## config.mk

```make
export PLATFORM = sky130hd
export DESIGN_NAME = snn_cfg_loader
export DESIGN_NICKNAME = d
export VERILOG_FILES = /design/src/rtl/snn_cfg_loader.sv
export SDC_FILE = /design/constraint.sdc
export NUM_CORES = 1
export LEC_CHECK = 0
export BUFFER_PORTS_ARGS = -buffer_cell sky130_fd_sc_hd__buf_4
export CAP_MARGIN = 10
export CORE_MARGIN = 4
export CORE_UTILIZATION = 52
export DETAILED_ROUTE_END_ITERATION = 12
export GPL_TIMING_DRIVEN = 1
export MAX_ROUTING_LAYER = met4
export PLACE_DENSITY = 0.83
export RECOVER_POWER = 25
export SYNTH_ARGS = -nofsm -noshare
export SYNTH_HDL_FRONTEND = slang
export SYNTH_SLANG_ARGS = --single-unit
```

## constraint.sdc

```tcl
create_clock -name clk -period 3.7 [get_ports clk]
set_input_delay 0.185 -clock clk [delete_from_list [all_inputs] [get_ports clk]]
set_output_delay 0.185 -clock clk [all_outputs]
set_load 0.02 [all_outputs]
```

## src/rtl/snn_cfg_loader.sv

```systemverilog
// snn_cfg_loader: APB master that walks a {paddr, pwdata} config memory,
// writes each entry to a layer CSR block, optionally reads it back to
// compare, then writes the layer control register to enable the layer.
// Ports:
//   clk, rst_n                  clock, async active-low reset
//   start, verify_en            load request pulse, readback-compare select
//   num_entries                 entries to load (clamped to CFG_DEPTH)
//   cfg_rd_en/addr/data         config memory read port (1-cycle latency)
//   psel..pready                APB master port
//   busy, done                  sequence in progress, end-of-sequence pulse
//   error, err_index            sticky mismatch flag, first bad entry index
module snn_cfg_loader #(
    parameter int          CFG_DEPTH       = 64,
    parameter int          CFG_AW          = $clog2(CFG_DEPTH),
    parameter logic [15:0] CTRL_ADDR       = 16'h3000,
    parameter logic [31:0] CTRL_ENABLE_VAL = 32'h0000_0001
) (
    input  logic              clk,
    input  logic              rst_n,
    input  logic              start,
    input  logic              verify_en,
    input  logic [CFG_AW:0]   num_entries,
    output logic              cfg_rd_en,
    output logic [CFG_AW-1:0] cfg_rd_addr,
    input  logic [47:0]       cfg_rd_data,
    output logic              psel,
    output logic              penable,
    output logic              pwrite,
    output logic [15:0]       paddr,
    output logic [31:0]       pwdata,
    input  logic [31:0]       prdata,
    input  logic              pready,
    output logic              busy,
    output logic              done,
    output logic              error,
    output logic [CFG_AW-1:0] err_index
);

    typedef enum logic [3:0] {
        S_IDLE,
        S_FETCH,
        S_LOAD,
        S_WR_SETUP,
        S_WR_ACCESS,
        S_RD_SETUP,
        S_RD_ACCESS,
        S_NEXT,
        S_CTRL_SETUP,
        S_CTRL_ACCESS,
        S_DONE
    } state_t;

    localparam logic [CFG_AW:0] DEPTH_C = (CFG_AW+1)'(CFG_DEPTH);
    localparam logic [CFG_AW:0] ONE_C   = (CFG_AW+1)'(1);

    state_t              r_state;
    logic [CFG_AW-1:0]   r_idx;
    logic [CFG_AW:0]     r_count;
    logic                r_verify;
    logic                r_cfg_rd_en;
    logic                r_psel;
    logic                r_penable;
    logic                r_pwrite;
    logic [15:0]         r_paddr;
    logic [31:0]         r_pwdata;
    logic                r_busy;
    logic                r_done;
    logic                r_error;
    logic [CFG_AW-1:0]   r_err_index;

    logic [CFG_AW:0]     w_count;
    logic                w_last;

    // Requests beyond the memory depth are clamped so idx never wraps.
    assign w_count = (num_entries > DEPTH_C) ? DEPTH_C : num_entries;
    assign w_last  = ({1'b0, r_idx} == (r_count - ONE_C));

    always_ff @(posedge clk or negedge rst_n) begin
        if (!rst_n) begin
            r_state     <= S_IDLE;
            r_idx       <= '0;
            r_count     <= '0;
            r_verify    <= 1'b0;
            r_cfg_rd_en <= 1'b0;
            r_psel      <= 1'b0;
            r_penable   <= 1'b0;
            r_pwrite    <= 1'b0;
            r_paddr     <= '0;
            r_pwdata    <= '0;
            r_busy      <= 1'b0;
            r_done      <= 1'b0;
            r_error     <= 1'b0;
            r_err_index <= '0;
        end else begin
            r_done      <= 1'b0;
            r_cfg_rd_en <= 1'b0;
            unique case (r_state)
                S_IDLE: begin
                    if (start) begin
                        r_verify    <= verify_en;
                        r_count     <= w_count;
                        r_error     <= 1'b0;
                        r_err_index <= '0;
                        r_idx       <= '0;
                        r_busy      <= 1'b1;
                        if (w_count == '0) begin
                            r_paddr  <= CTRL_ADDR;
                            r_pwdata <= CTRL_ENABLE_VAL;
                            r_psel   <= 1'b1;
                            r_pwrite <= 1'b1;
                            r_state  <= S_CTRL_SETUP;
                        end else begin
                            r_cfg_rd_en <= 1'b1;
                            r_state     <= S_FETCH;
                        end
                    end
                end
                S_FETCH: begin
                    r_state <= S_LOAD;
                end
                S_LOAD: begin
                    r_paddr  <= cfg_rd_data[47:32];
                    r_pwdata <= cfg_rd_data[31:0];
                    r_psel   <= 1'b1;
                    r_pwrite <= 1'b1;
                    r_state  <= S_WR_SETUP;
                end
                S_WR_SETUP: begin
                    r_penable <= 1'b1;
                    r_state   <= S_WR_ACCESS;
                end
                S_WR_ACCESS: begin
                    if (pready) begin
                        r_penable <= 1'b0;
                        r_pwrite  <= 1'b0;
                        if (r_verify) begin
                            r_state <= S_RD_SETUP;
                        end else begin
                            r_psel  <= 1'b0;
                            r_state <= S_NEXT;
                        end
                    end
                end
                S_RD_SETUP: begin
                    r_penable <= 1'b1;
                    r_state   <= S_RD_ACCESS;
                end
                S_RD_ACCESS: begin
                    if (pready) begin
                        r_psel    <= 1'b0;
                        r_penable <= 1'b0;
                        if (prdata != r_pwdata) begin
                            // Abort: the layer is left disabled.
                            r_error     <= 1'b1;
                            r_err_index <= r_idx;
                            r_done      <= 1'b1;
                            r_state     <= S_DONE;
                        end else begin
                            r_state <= S_NEXT;
                        end
                    end
                end
                S_NEXT: begin
                    if (w_last) begin
                        r_paddr  <= CTRL_ADDR;
                        r_pwdata <= CTRL_ENABLE_VAL;
                        r_psel   <= 1'b1;
                        r_pwrite <= 1'b1;
                        r_state  <= S_CTRL_SETUP;
                    end else begin
                        r_idx       <= r_idx + 1'b1;
                        r_cfg_rd_en <= 1'b1;
                        r_state     <= S_FETCH;
                    end
                end
                S_CTRL_SETUP: begin
                    r_penable <= 1'b1;
                    r_state   <= S_CTRL_ACCESS;
                end
                S_CTRL_ACCESS: begin
                    if (pready) begin
                        r_psel    <= 1'b0;
                        r_penable <= 1'b0;
                        r_pwrite  <= 1'b0;
                        r_done    <= 1'b1;
                        r_state   <= S_DONE;
                    end
                end
                S_DONE: begin
                    r_busy  <= 1'b0;
                    r_state <= S_IDLE;
                end
                default: begin
                    r_state <= S_IDLE;
                end
            endcase
        end
    end

    assign cfg_rd_en   = r_cfg_rd_en;
    assign cfg_rd_addr = r_idx;
    assign psel        = r_psel;
    assign penable     = r_penable;
    assign pwrite      = r_pwrite;
    assign paddr       = r_paddr;
    assign pwdata      = r_pwdata;
    assign busy        = r_busy;
    assign done        = r_done;
    assign error       = r_error;
    assign err_index   = r_err_index;

endmodule

```

# Yosys cells after proc, flatten, opt, wreduce, memory -nomap -nowiden

Index checks and enable logic that the tools add are counted.

Input bits: 92
Memories kept: 0
Output and inout bits: 67
RAM bits: 0
ROM bits: 0
Flip-flop bits (word level): 79
Word-level logic and storage cells: 110
Bits in latches: 0

Shift operators: 0
Multipliers: 0
Div/mod/pow operators: 0
Reductions and logical operators: 22
Order comparisons: 1
Eq/ne operators: 24
Bitwise logic cells: 0
Muxes and demuxes: 47
Add/sub/neg operators: 2

Operator list:

| kind                                                                   | count |
|---|---|
| 32-bit two-way mux                                                     | 3 |
| 32-bit one-hot mux with 3 select lines                                 | 1 |
| 16-bit two-way mux                                                     | 3 |
| 16-bit one-hot mux with 3 select lines                                 | 1 |
| 4-bit one-hot mux with 10 select lines                                 | 1 |
| 32-bit inequality test                                                 | 1 |
| 4-bit two-way mux                                                      | 7 |
| 6-bit two-way mux                                                      | 4 |
| 6-bit one-hot mux with 2 select lines                                  | 2 |
| 2-bit inequality test (second input constant)                          | 9 |
| 4-bit by 3-bit equality test with 1-bit output (second input constant) | 4 |
| 1-bit two-way mux                                                      | 16 |
| 4-bit equality test (second input constant)                            | 3 |
| 4-bit AND reduction                                                    | 3 |
| 1-bit one-hot mux with 2 select lines                                  | 5 |
| 4-bit by 2-bit equality test with 1-bit output (second input constant) | 2 |
| 2-bit nonzero test                                                     | 4 |
| 6-bit by 7-bit equality test with 1-bit output                         | 1 |
| 7-bit greater-than comparator (second input constant)                  | 1 |
| 7-bit logical NOT                                                      | 1 |
| 7-bit two-way mux                                                      | 1 |
| 7-bit AND reduction                                                    | 1 |
| 7-bit by 1-bit subtractor with 7-bit output (second input constant)    | 1 |
| 6-bit by 1-bit adder with 6-bit output (second input constant)         | 1 |
| 14 further kinds                                                       | 20 |

# Longest topological paths before layout

Gate-level depths: netlist of the first run.

Depth after elaboration: 6
Mapped depth: 10
Depth with buffers taken out: 8

# Least setup slack after synthesis of the first run

Ideal clock, no wire load.

Kind: register to register
Start point: register r_count[0]
End point: register r_pwdata[10], in the netlist pwdata[10]
Setup slack: 1.561 ns
Data required time: 3.579 ns
Data arrival time: 2.018 ns
Buffers on the path: 2
Setup time: 0.121 ns
Period minus slack after synthesis: 2.139 ns
Cell stages (with the launch flop): 11
Cell sequence: dfrtp_1 -> inv_1 -> ha_1 -> xor2_1 -> o211ai_1 -> nor4b_2 -> a21o_1 -> nand2_1 -> buf_6 -> buf_6 -> a22o_1

Cells in the longest elaborated chain, start to end: 4

Ends and longest elaborated chain:

| item                                           | line | source |
|---|---|---|
| start, declared                                | 58   | `logic [CFG_AW:0] r_count;` |
| start signal, assigned                         | 101  | `r_count <= w_count;` |
| 7-bit by 1-bit subtractor with 7-bit output    | 76   | `assign w_last = ({1'b0, r_idx} == (r_count - ONE_C));` |
| 6-bit by 7-bit equality test with 1-bit output | 76   |  |
| 2-bit inequality test (no line)                | n/a  |  |
| 4-bit AND reduction (no line)                  | n/a  |  |
| end signal, assigned                           | 123  | `r_pwdata <= cfg_rd_data[31:0];` |
| end, declared                                  | 65   | `logic [31:0] r_pwdata;` |

Every way passes these cells.
A chain may end at the register's enable or synchronous reset.

# Worst setup path after layout of the first run

Start point: register r_count[0]
End point: register r_pwdata[26], in the netlist pwdata[26]

The elaborated chain is that of the path after synthesis.

==> results of run 1 <==
worst max-delay path by stage:
stage | to | slack (ns)
2_1_floorplan | pwdata[10] | 1.56
3_3_place_gp | paddr[14] | 1.25
3_5_place_dp | pwdata[26] | 1.13
4_1_cts | pwdata[26] | 1.11
5_1_grt | pwdata[26] | 0.84
6_report | pwdata[26] | 1.10
flip-flops by register name, indices dropped and copies added (netlist names):
name and flops:
cfg_rd_addr 6, psel 1, busy 1, r_count 7
cfg_rd_en 1, penable 1, done 1, error 1
pwdata 32, pwrite 1, paddr 16, r_state 4
err_index 6, r_verify 1
synth_stat cells, types with 3 or more instances:
library cell,number
sky130_fd_sc_hd__dfrtp_1,79
sky130_fd_sc_hd__a22o_1,45
sky130_fd_sc_hd__xor2_1,34
sky130_fd_sc_hd__nand2_1,26
sky130_fd_sc_hd__o21ai_0,20
sky130_fd_sc_hd__nor2_1,16
sky130_fd_sc_hd__a21oi_1,15
sky130_fd_sc_hd__clkbuf_1,14
sky130_fd_sc_hd__nand2b_1,13
sky130_fd_sc_hd__inv_1,11
sky130_fd_sc_hd__nor4_1,10
sky130_fd_sc_hd__mux2i_1,9
sky130_fd_sc_hd__nand3_1,7
sky130_fd_sc_hd__a21o_1,4
sky130_fd_sc_hd__buf_6,4
sky130_fd_sc_hd__xnor2_1,4
sky130_fd_sc_hd__nand3b_1,3
sky130_fd_sc_hd__o31ai_1,3
layer usage:
| metal | vias up | part of all wire [%] |
|---|---|---|
| li1 | 1615 | - |
| met5 | - | 0 |
| met3 | 24 | 6.1 |
| met4 | 0 | 2.7 |
| met2 | 141 | 50 |
| met1 | 1674 | 41 |
report_power, final:
part / switching (mW) / internal [mW]
sequential: 0.406 / 1.21
clock: 0.298 / 0.341
combinational: 1.23 / 1.03
worst max-delay path, stage by stage (launching register included):
cell,delay [ns]
sky130_fd_sc_hd__dfrtp_1,0.42
sky130_fd_sc_hd__inv_1,0.07
sky130_fd_sc_hd__ha_1,0.20
sky130_fd_sc_hd__nand2b_1,0.11
sky130_fd_sc_hd__o31a_1,0.30
sky130_fd_sc_hd__a311oi_2,0.35
sky130_fd_sc_hd__a21o_1,0.37
sky130_fd_sc_hd__nand2_1,0.09
sky130_fd_sc_hd__buf_4,0.30
sky130_fd_sc_hd__a22o_1,0.25
kinds of logic (layout without fill, tap and decap cells):
| logic type | after synthesis | after routing | share of synthesized area, % |
|---|---|---|---|
| AOI/OAI and AO/OA | 105 | 105 | 19.7 |
| muxes | 11 | 11 | 2.89 |
| adders and majority gates | 2 | 2 | 0.641 |
| xor gates and xnor gates | 38 | 38 | 8.53 |
| buffers and inverters | 30 | 187 | 3.69 |
| DFF | 79 | 79 | 50.7 |
| and+or+nand+nor | 96 | 96 | 13.9 |
per-stage QoR:
stage                     std cells  cell area, um2  util [%]  power [mW]  setup slack [ns]
after global placement          602            5130      70.4        3.79              1.25
after global routing            617            5330      73.0        4.81             0.844
after floorplan                 361            3900         -        3.09              1.56
after CTS                       617            5330      73.1        4.54              1.11
after detailed placement        602            5130      70.4        3.88              1.13
final                           617            5330      73.0        4.52              1.10
final cells by class:
class / count / area [um2] / area share (%)
Multi-Input combinational cell: 252 / 1780 / 33.5
Clock buffer: 11 / 151 / 2.84
Sequential cell: 79 / 1980 / 37.1
Timing Repair Buffer: 161 / 1210 / 22.6
Tap cell: 99 / 124 / 2.33
Clock inverter: 4 / 45.0 / 0.846
Inverter: 11 / 41.3 / 0.775
==> results.md, run 1 <==
* Status: complete, but fails checks
* Violated checks: max-capacitance violations, max-slew violations
* Cell type with the largest total area after synthesis: sky130_fd_sc_hd__dfrtp_1
* Hold crit path type: in2reg
* Remaining global-route overflow at 0
* Nets in the synthesized netlist at 455
* Crit end category: flip-flop
* Top_reg_cell synth: sky130_fd_sc_hd__dfrtp_1
* Ports at 159
* Setup repair after global routing missed its margin: false
* First-pass GRT wire length at 17200 um
* Global-route met1 utilization at 33.0%
* Effective utilization at floorplan at 53.5%
* DR DRC count at 0
* Global routing usage summed across all routing layers at approximately a quarter
* Period minus WS final at ~2.6 ns
* Clock tree from TritonCTS: built
* CP Data Arrival Time at 2.83 ns
* Cell depth of the worst min-delay path at 2
* Largest vdd supply drop at 0.000493 V
* Number of search-and-repair iterations in the first detailed-routing pass at 4
* Number of warnings reported in the yosys synthesis log at 0
* Proportion of layout cells with a drive suffix above 1 at a little over a third
* Clock tree skew after final layout at roughly 0.0055 ns
* Number of routed nets with antenna violations at 0
* Leakage at 2.64 nW
* Final max-slew violation count at 80
* Post-synth EDFFs at 0
* Number of placement rows at 31
* GR peak layer: met2
* Area of the core at between 7000 and 8000 um2
* Max Cap Viol at 1
* Die outline area at 8950 um2
* Final setup fails at 0
* CTS H-Tree Depth at 3
* Number of buffer cells added on primary ports at between 150 and 200
* DRC marker count from the first detailed-route iteration at ~160
* Most common library cell in the layout ignoring fill and taps: sky130_fd_sc_hd__buf_4
* Die height at 94.6 um
* Worst R2R Path Depth at 9
* Register-to-register setup slack at 1.10 ns
* Critical Path RT at between 3 and 4 ns
* Hold_buf cts at 0
* Drt via density at 5.60
* CP Max Fanout at 47
* DPL Wire Length at 8360 um
* Total standard cell area after synthesis at 3900 um2
* Maximum number of pins on one net before global-route repair at 80
* Via count at 3454
* Setup TNS after final layout at 0 ns
* Transition time at the pin with the least slew margin at 1.91 ns
* Worst hold margin at 0.0475 ns
* Number of synthesized register bits at 79
* Number of cells upsized or downsized after cts at 0
* Width of the die at ~95 um
* Average wire per standard cell at 18.3 um
* Root Driver: sky130_fd_sc_hd__clkbuf_8
* Start point of the worst hold path: pready
* Share of flip-flops with an asynchronous set or reset at 100%
* Reg clk slew, reported paths at 0.08 ns
* Path type of the worst setup path: reg2reg
* Part of the Yosys area used for sequential elements at between 50% and 60%
* Gate count of the mapped netlist at 361
* Num Clock Sinks at 79
* Routability-driven placement congestion ratio at 0.899
* Count of antenna diodes in the layout at 0
* Reg2reg start: r_count[0]
* Startpoint kind of the worst setup timing path: flip-flop
* Clock Latency Late Sink at 0.35 ns
* Rel. slew slack at -27.6%
* Total power per unit cell area at about 850 nW/um2
* Via count of the first global-routing pass at 3384
* Fillers at between 500 and 600
* Met2 capacity usage during global routing at 39.9%
* Setup Buffers After CTS at 0
* Timing startpoint of the critical path: r_count[0]
* Endpoint of the worst-slack reg-to-reg timing path: pwdata[26]
* Syn avg cell area at about 11 um2
* Number of buffers added by the clock tree synthesis step at 9
* Max frequency at 0.385 GHz
* Highest-count cells in the layout ignoring fill and taps: 160 x sky130_fd_sc_hd__buf_4, 79 x sky130_fd_sc_hd__dfrtp_1, 45 x sky130_fd_sc_hd__a22o_1, 34 x sky130_fd_sc_hd__xor2_1, 26 x sky130_fd_sc_hd__nand2_1
* Share of the synthesized area in the top cell type at 50.7%
* Number of antenna violations at the first check in global routing at 0
* Hold Crit Endpoint: penable
* Area Overhead vs Synth at 36.5%
* Final count of hold timing violations at 0
* Buffer depth of the longest clock path at 2
* Fraction of the cycle the final worst path needs at between 70% and 80%
* Met3 capacity usage during global routing at 5.66%
* Number of distinct library cells after synthesis at 50
* WL final at 11300 um
* Top cells by area in the synthesized netlist: sky130_fd_sc_hd__dfrtp_1 51%, sky130_fd_sc_hd__a22o_1 10%, sky130_fd_sc_hd__xor2_1 7.6%
* Number of nets in the finished design at 608
No activity file was read; power rests on OpenSTA's default activity.
==> run 2, diff against run 1 <==
--- a/config.mk
+++ b/config.mk
@@ -8,11 +8,11 @@
 export BUFFER_PORTS_ARGS = -buffer_cell sky130_fd_sc_hd__buf_4
 export CAP_MARGIN = 10
 export CORE_MARGIN = 4
-export CORE_UTILIZATION = 52
+export CORE_UTILIZATION = 44
 export DETAILED_ROUTE_END_ITERATION = 12
 export GPL_TIMING_DRIVEN = 1
 export MAX_ROUTING_LAYER = met4
-export PLACE_DENSITY = 0.83
+export PLACE_DENSITY = 0.75
 export RECOVER_POWER = 25
 export SYNTH_ARGS = -nofsm -noshare
 export SYNTH_HDL_FRONTEND = slang
==> constraint.sdc (replaced) <==
create_clock -name clk -period 2.25 [get_ports clk]
set_input_delay 0.1125 -clock clk [delete_from_list [all_inputs] [get_ports clk]]
set_output_delay 0.1125 -clock clk [all_outputs]
set_load 0.02 [all_outputs]
==> run 2 against run 1 <==
  * The run ends with negative setup slack left
  * Combinational power grew 100%
  * First-iteration DRC count grew 35%
  * Largest cell class unchanged
  * Global-route usage shrank 2.1 points
  * Largest power group unchanged
  * Sequential cell count is the same
  * Sequential power grew 60%
  * Clock skew grew 0.0087 ns
  * Critical path depth shrank 2
  * Worst setup slack lost 1.1 ns
  * Clock-buffer cell count shrank 1
==> results.md, run 2 (synthesis results as in run 1) <==
* Proportion of layout cells with a drive suffix above 1 at 30.6% (was 35.9%)
* Area of the core at 8680 um2 (was 7290 um2)
* Pre-CTS setup slack at -0.0131 ns (was 1.13 ns)
* Register-to-register setup slack at -0.02 ns (was 1.10 ns)
* Highest-count cells in the layout ignoring fill and taps: 139 x sky130_fd_sc_hd__buf_4, 77 x sky130_fd_sc_hd__dfrtp_1, 45 x sky130_fd_sc_hd__a22o_1, 45 x sky130_fd_sc_hd__clkbuf_1, 45 x sky130_fd_sc_hd__dlygate4sd3_1 (was 160 x sky130_fd_sc_hd__buf_4, 79 x sky130_fd_sc_hd__dfrtp_1, 45 x sky130_fd_sc_hd__a22o_1, 34 x sky130_fd_sc_hd__xor2_1, 26 x sky130_fd_sc_hd__nand2_1)
* Largest vdd supply drop at 0.000678 V (was 0.000493 V)
* Cell-by-cell listing of the critical path: or2_4 -> o31a_1 -> a311oi_2 -> a21o_1 -> nand2_4 -> clkbuf_16 -> a22o_1 (was inv_1 -> ha_1 -> nand2b_1 -> o31a_1 -> a311oi_2 -> a21o_1 -> nand2_1 -> buf_4 -> a22o_1)
* Setup repair after global routing missed its margin: true (was false)
* Violated checks: negative setup slack (was max-capacitance violations, max-slew violations)
* Clock Latency Late Sink at 0.34 ns (was 0.35 ns)
* Global routing usage summed across all routing layers at 23.7% (was 25.8%)
* Area Overhead vs Synth at 53.7% (was 36.5%)
* Reg clk slew, reported paths at 0.09 ns (was 0.08 ns)
* Final count of hold timing violations at 0 (unchanged)
* Flip-flop count of the largest register after layout at 32 (unchanged)
* Count of placed standard cells in the final layout, fillers left out at 702 (was 617)
* WL final at 13100 um (was 11300 um)
* Routability-driven placement congestion ratio at 0.880 (was 0.899)
* Average wire per standard cell at 18.7 um (was 18.3 um)
* CP Data Arrival Time at 2.49 ns (was 2.83 ns)
* Total power per unit cell area at 1370 nW/um2 (was 848 nW/um2)
* Status: complete, but fails checks (unchanged)
* Reg2reg start: r_count[3] (was r_count[0])
* CTS H-Tree Depth at 3 (unchanged)
* Number of antenna violations at the first check in global routing at 0 (unchanged)
* Number of routed nets with antenna violations at 0 (unchanged)
* Most common library cell in the layout ignoring fill and taps: sky130_fd_sc_hd__buf_4 (unchanged)
* Cell area after placement at 5320 um2 (was 5130 um2)
* Hold Crit Endpoint: pwdata[3] (was penable)
* DR DRC count at 0 (unchanged)
* Timing startpoint of the critical path: r_count[3] (was r_count[0])
* Period minus WS final at 2.27 ns (was 2.60 ns)
* Path type of the worst setup path: reg2reg (unchanged)
* Endpoint of the worst-slack reg-to-reg timing path: pwdata[18] (was pwdata[26])
* Rel. slew slack at 34.2% (was -27.6%)
* Width of the die at 102 um (was 94.6 um)
* Critical Path RT at 2.47 ns (was 3.93 ns)
* Hold crit path type: in2reg (unchanged)
* Leakage at 2.85 nW (was 2.64 nW)
* Final design utilization at 69.1% (was 73.0%)
* Critical path's largest stage delay at 0.45 ns (was 0.42 ns)
* Max Cap Viol at 0 (was 1)
* First-pass GRT wire length at 18800 um (was 17200 um)
* Number of search-and-repair iterations in the first detailed-routing pass at 4 (unchanged)
* Worst hold margin at 0.00859 ns (was 0.0475 ns)
* Buffer depth of the longest clock path at 2 (unchanged)
* Critical path buffer and inverter count at 1 (was 2)
* CP Max Fanout at 7 (was 47)
* Number of buffers added by the clock tree synthesis step at 9 (unchanged)
* Final setup fails at 19 (was 0)
* Number of buffer cells added on primary ports at 158 (unchanged)
* Ports at 159 (unchanged)
* Cell depth of the worst min-delay path at 2 (unchanged)
* Effective utilization at floorplan at 45.0% (was 53.5%)
* Root Driver: sky130_fd_sc_hd__clkbuf_8 (unchanged)
* Final max-slew violation count at 0 (was 80)
* Die height at 102 um (was 94.6 um)
* Remaining global-route overflow at 0 (unchanged)
* Maximum number of pins on one net before global-route repair at 80 (unchanged)
* Crit end category: flip-flop (unchanged)
* Count of antenna diodes in the layout at 0 (unchanged)
* DPL Wire Length at 8430 um (was 8360 um)
* Cell family with the largest share of critical-path delay: compound AO/OA/AOI/OAI gates (unchanged)
* Via count of the first global-routing pass at 3744 (was 3384)
* Clock tree from TritonCTS: built (unchanged)
* Number of placement rows at 34 (was 31)
* Setup ws final at -0.0189 ns (was 1.10 ns)
* Cell count after placement at 629 (was 602)
* Number of nets in the finished design at 684 (was 608)
* Die outline area at 10400 um2 (was 8950 um2)
* Startpoint kind of the worst setup timing path: flip-flop (unchanged)
* DRC marker count from the first detailed-route iteration at 219 (was 162)
* Fraction of the cycle the final worst path needs at 101% (was 70.2%)
* Drt via density at 5.51 (was 5.60)
* Max frequency at 0.441 GHz (was 0.385 GHz)
* Worst R2R Path Depth at 7 (was 9)
* Highest-delay cell along the critical path: sky130_fd_sc_hd__dfrtp_2 (was sky130_fd_sc_hd__dfrtp_1)
* Transition time at the pin with the least slew margin at 0.987 ns (was 1.91 ns)
* Fin area at 6000 um2 (was 5330 um2)
* Num Clock Sinks at 79 (unchanged)
* Start point of the worst hold path: cfg_rd_data[3] (was pready)
* Via count at 3871 (was 3454)
* Clock tree skew after final layout at 0.0142 ns (was 0.00551 ns)
==> run 2: cell count changes in the layout (fill, tap and decap cells not counted), moves of 3 or more <==
cell                            delta
sky130_fd_sc_hd__buf_4            -21
sky130_fd_sc_hd__clkbuf_1         +45
sky130_fd_sc_hd__buf_12            +3
sky130_fd_sc_hd__dlygate4sd3_1    +45
sky130_fd_sc_hd__clkbuf_16         +3
sky130_fd_sc_hd__buf_6             +3
==> run 2: cell type report <==
| class | count | area [um2] |
|---|---|---|
| Clock inverter | 5 | 58.8 |
| Multi-Input combinational cell | 252 | 1830 |
| Clock buffer | 10 | 128 |
| Tap cell | 108 | 135 |
| Fill cell | 721 | 2680 |
| Timing Repair Buffer | 237 | 1830 |
| Inverter | 11 | 41.3 |
| Sequential cell | 79 | 1980 |
==> run 2: per-layer routing <==
layer	vias up	global-route usage, %	wire (um)	part of all wire (%)
met4	0	6.56	232	1.8
li1	1769	-	-	-
met2	154	38.4	6580	50
met3	23	4.16	828	6.3
met1	1925	30.8	5510	42
met5	-	-	0	0
==> run 2: what timing repair did <==
action	4_1_cts	5_1_grt
hold endpoints to repair	122	1
pin swaps	1	7
gates cloned	0	6
gates resized for setup	0	13
setup endpoints to repair	45	51
setup buffers	0	7
hold buffers	44	1
==> run 2: stage by stage <==
| stage | TNS [ns] | power (mW) |
|---|---|---|
| detailed placement | -0.0753 | 6.63 |
| floorplan | 0 | 5.09 |
| global route | -4.04 | 8.69 |
| CTS | 0 | 7.73 |
| finish | -0.158 | 8.22 |
| global placement | 0 | 6.50 |
==> run 2: where the power goes <==
part | internal, mW | switching [mW] | total, mW
registers | 1.99 | 0.586 | 2.58
logic | 2.14 | 2.48 | 4.62
clock network | 0.510 | 0.518 | 1.03
total | 4.64 | 3.58 | 8.22
==> run 2: worst max path at each step <==
stage	endpoint	slack [ns]	cells after the start
global placement	paddr[14]	0.1	9
global route	pwdata[30]	-0.11	9
floorplan	pwdata[10]	0.11	10
detailed placement	pwdata[13]	-0.01	9
CTS	pwdata[3]	0.007	9
finish	pwdata[18]	-0.02	7
==> run 2: worst reg2reg max path, cell delays in order (launching register included) <==
cell and delay, ns:
sky130_fd_sc_hd__dfrtp_2 0.45, sky130_fd_sc_hd__or2_4 0.27, sky130_fd_sc_hd__o31a_1 0.29, sky130_fd_sc_hd__a311oi_2 0.35, sky130_fd_sc_hd__a21o_1 0.26, sky130_fd_sc_hd__nand2_4 0.15, sky130_fd_sc_hd__clkbuf_16 0.20, sky130_fd_sc_hd__a22o_1 0.18
